===== config.mk =====
export PLATFORM = sky130hd
export DESIGN_NAME = crc6_frame_checker_stats
export DESIGN_NICKNAME = d
export VERILOG_FILES = /design/src/rtl/crc6_frame_checker_stats.sv
export SDC_FILE = /design/constraint.sdc
export NUM_CORES = 1
export LEC_CHECK = 0
export CAP_MARGIN = 20
export CORE_UTILIZATION = 48
export DETAILED_ROUTE_END_ITERATION = 10
export PLACE_DENSITY = 0.75
export SYNTH_ARGS = -nofsm -noshare
export SYNTH_HDL_FRONTEND = slang
export SYNTH_SLANG_ARGS = --single-unit
export TNS_END_PERCENT = 10

===== constraint.sdc =====
create_clock -name clk -period 2.09 [get_ports clk]
set_clock_uncertainty 0.2 [all_clocks]
set_input_delay 0.209 -clock clk [delete_from_list [all_inputs] [get_ports clk]]
set_output_delay 0.209 -clock clk [all_outputs]
set_load 0.05 [all_outputs]

===== src/rtl/crc6_frame_checker_stats.sv =====
// Saturating good/bad frame counters; each bumps by one on its increment pulse
// and sticks at all-ones instead of wrapping.
module crc6_frame_checker_stats #(
    parameter int unsigned CNT_W = 16
) (
    input  logic             clk,
    input  logic             rst,
    input  logic             inc_good,
    input  logic             inc_bad,
    output logic [CNT_W-1:0] good_cnt,
    output logic [CNT_W-1:0] bad_cnt
);

    logic [CNT_W-1:0] good_q, good_d;
    logic [CNT_W-1:0] bad_q,  bad_d;

    always_comb begin
        // NOTE: every output of a combinational block gets a default first, so no path leaves it unassigned and no latch is inferred.
        good_d = good_q;
        bad_d  = bad_q;
        if (inc_good && (good_q != '1)) begin
            good_d = good_q + CNT_W'(1);
        end
        if (inc_bad && (bad_q != '1)) begin
            bad_d = bad_q + CNT_W'(1);
        end
    end

    always_ff @(posedge clk or posedge rst) begin
        if (rst) begin
            good_q <= '0;
            bad_q  <= '0;
        end else begin
            // NOTE: sequential state uses non-blocking assignments so every flop samples pre-edge values regardless of statement order.
            good_q <= good_d;
            bad_q  <= bad_d;
        end
    end

    assign good_cnt = good_q;
    assign bad_cnt  = bad_q;

endmodule


==> results.md <==
* Launching element type of the critical path: flop
* Delay of the slowest cell on the worst path at 0.85 ns
* Post CTS Setup Buffer Count at 0
* DIE AREA at 3680 um2
* Data required time of the worst path at 1.68 ns
* Most instantiated library cell after synthesis: sky130_fd_sc_hd__dfrtp_1
* Ys async rst share at 100.0%
* Ports placed on the boundary at 36
* IR Drop Worst-Case VDD at 839.2 uV
* Relative slew slack at around two thirds
* Setup repair after global routing missed its margin: false
* Number of nets with antenna violations after routing at 0
* Cell Area, Synth at ~1700 um2
* Violation count after the first detailed-routing iteration at 93
* Max Fclk at 490.7 MHz
* YS warnings at 0
* Main area contributors after synthesis: sky130_fd_sc_hd__dfrtp_1, sky130_fd_sc_hd__xnor2_1, sky130_fd_sc_hd__xor2_1
* Setup CP Type: reg -> out
* Minimum setup slack in the final design at 0.05206 ns
* Slew of the pin with the lowest slew margin at 0.5113 ns
* Count of unique library cells instantiated by Yosys at 33
* CTS tree: built
* 1st-pass router iterations at 4
* Slew Viols, Final at 0
* Worst Reg2Reg Path Length in Cells at 6
* Worst skew pair latency at 0.32 ns
* Worst-path cell chain: clkdlybuf4s50_1
* Level count of the clock H-tree at 2
* Count of flip-flops with a built-in enable after synthesis at 0
* Fraction of synthesized cell area taken by the top area cell type at 48.48%
* Dominant cell type by area after synthesis: sky130_fd_sc_hd__dfrtp_1
* Total Routing Usage GR at 20.58%
* Worst-path maximum fanout at 5
* Number of nets in the final layout at 198
* Detail-routed net length per standard cell at 14.15 um
* Top cells by count, synth: sky130_fd_sc_hd__dfrtp_1, sky130_fd_sc_hd__nor2_1, sky130_fd_sc_hd__nand3_1, sky130_fd_sc_hd__xnor2_1, sky130_fd_sc_hd__xor2_1
* Post-route DRC at 0
* Sequential fraction of the synthesis area at 48.48%
* Die Span Y at a little over 60 um
* Flops & latches, synth at 32
* Count of final hold-check violations at 0
* Maximum number of pins on one net before global-route repair at 33
* Row count at 20
* Period Utilization, post-route at between 90% and 100%
* Number of maximum-capacitance violations at 0
* Critical Path Sink Type: output port
* Static power due to leakage at 1.030 nW
* Post-route core utilization at a little over two thirds
* Via-per-instance ratio at ~5.4
* Final routed wirelength across all metal layers at 3.354 mm
* Width of the die at around 60 um
* Outcome: finished, final reports clean
* Number of buffers created by CTS at 5
* Post-placement worst setup slack at approximately 0.073 ns
* Wire length of the first global-routing pass at 5.602 mm
* Number of antenna violations at the first check in global routing at 0
* Vias post-DR at roughly 1300
* Hold WC Path Type: in -> async
* Initial core utilization at 52.38%
* Global-route congestion overflow total at 0
* Cell family contributing the most delay on the critical path: buffers and inverters
* Core ar. at 3153 um2
* Vias in the first global route at 1247
* Final weighted congestion in routability-driven placement at slightly above 0.8
* Slowest cell on crit path: sky130_fd_sc_hd__clkdlybuf4s50_1
* Power Density at 1117 nW/um2
* Antenna cells at 0
* Number of buffers between clock root and the deepest sink at 2
* Number of nets produced by synthesis at 149
* Buffers and inverters on the worst path at 1
* Detailed placement HPWL at ~2.5 mm
* Post-CTS clock slew at the launch and capture registers of the worst setup and hold paths at 0.11 ns
* Primary flip-flop cell chosen by synthesis mapping: sky130_fd_sc_hd__dfrtp_1
* Setup TNS Final at 0 ns
* Count of buffers inserted at the top-level ports at 35
* Shortest clock period the worst path allows after layout at 2.038 ns
* Fraction of final layout cells sized beyond drive strength 1 at 19.17%
* Synth Area per Inst at ~12 um2
* Root cell of the clock tree: sky130_fd_sc_hd__clkbuf_4
* Critical Path AT at 1.63 ns
* Setup violation total in the final timing report at 0
* Number of logic stages on the critical path including buffering at 1
* Gate count after technology mapping at 143
* Syn-to-layout area delta at 34.47%
* Count of fill cells added during filler insertion at between 200 and 300
* Sinks on the clock net at 32
-- layout make-up --
cell class                      instances  area [um2]  share of cell area (%)
Timing Repair Buffer                   44       430.4                   19.38
Multi-Input combinational cell        105       829.5                   37.35
Sequential cell                        32       810.8                   36.51
Clock buffer                            5       37.54                   1.690
Tap cell                               44       55.05                   2.479
Inverter                                4       15.01                  0.6761
Clock inverter                          3       42.54                   1.915
-- flip-flops by register name (all words and copies together), names as in the netlist --
register	cells
bad_cnt	16
good_cnt	16
-- cells in the final DEF, fill, tap and decap left out, types with 3 or more instances in the layout --
| cell | n |
|---|---|
| sky130_fd_sc_hd__inv_1 | 4 |
| sky130_fd_sc_hd__nand2_1 | 4 |
| sky130_fd_sc_hd__nor4_1 | 4 |
| sky130_fd_sc_hd__nor3_1 | 6 |
| sky130_fd_sc_hd__dlymetal6s2s_1 | 5 |
| sky130_fd_sc_hd__dfrtp_1 | 24 |
| sky130_fd_sc_hd__dfrtp_2 | 8 |
| sky130_fd_sc_hd__and3_1 | 3 |
| sky130_fd_sc_hd__nand4_1 | 8 |
| sky130_fd_sc_hd__buf_4 | 9 |
| sky130_fd_sc_hd__clkbuf_4 | 5 |
| sky130_fd_sc_hd__nor2_1 | 14 |
| sky130_fd_sc_hd__nand3_1 | 13 |
| sky130_fd_sc_hd__mux2_1 | 3 |
| sky130_fd_sc_hd__clkdlybuf4s50_1 | 30 |
| sky130_fd_sc_hd__o21ai_0 | 3 |
| sky130_fd_sc_hd__xnor2_1 | 12 |
| sky130_fd_sc_hd__xor2_1 | 12 |
-- what timing repair did --
action                                  CTS  global route
gates resized for setup                   0             6
endpoints found under the setup margin    0             7
hold buffers                              0             0
-- per-layer routing --
| layer | track usage, % | part of all wire, % | up-vias |
|---|---|---|---|
| li1 | - | - | 621 |
| met1 | 27.32 | 48 | 625 |
| met2 | 34.22 | 48 | 25 |
| met3 | 4.051 | 3.4 | 4 |
| met4 | 6.169 | 0.89 | 0 |
| met5 | 0 | 0 | - |
-- worst register-to-register path, delay by kind of cell (launching register included) --
family | cells | cell delay (ns)
fa+ha+maj | 1 | 0.17
buf+inv | 1 | 0.18
simple gates | 3 | 0.73
xor+xnor | 1 | 0.19
flops | 1 | 0.44
-- power by group --
part           internal (mW)  total (mW)  switching (mW)
Clock                  0.249       0.461           0.212
Sequential             0.766       0.969           0.203
Combinational          0.376        1.05           0.674
Total                   1.39        2.48            1.09
-- worst paths after layout --
| kind | from | end | slack [ns] |
|---|---|---|---|
| min in group clk | good_cnt[15] | good_cnt[15] | 0.31 |
| worst max-delay path | bad_cnt[13] | bad_cnt[13] | 0.05 |
| worst min-delay path | rst | good_cnt[6] | 0.06 |
| worst max register to register | bad_cnt[0] | bad_cnt[14] | 0.11 |
| worst min register to register | good_cnt[15] | good_cnt[15] | 0.31 |
| max in group asynchronous | rst | good_cnt[0] | 1.33 |
-- stage by stage --
stage,hold WS (ns),instance area (um2),total power [mW],instances
6_report,0.05586,2221,2.480,237
5_1_grt,0.09480,2221,2.610,237
4_1_cts,0.06505,2208,2.501,237
3_5_place_dp,0.2938,2128,2.035,229
3_3_place_gp,0.2860,2128,2.007,229
2_1_floorplan,0.1246,1674,1.660,143
-- logic make-up after synthesis --
family / count (synthesis) / synth area share [%]
xor+xnor: 24 / 12.73
buf+inv: 6 / 2.045
fa+ha+maj: 2 / 1.515
flops: 32 / 48.48
simple gates: 66 / 26.44
mux: 4 / 2.727
compound gates: 9 / 6.060
Note: power is estimated with default switching activity, not from simulation.
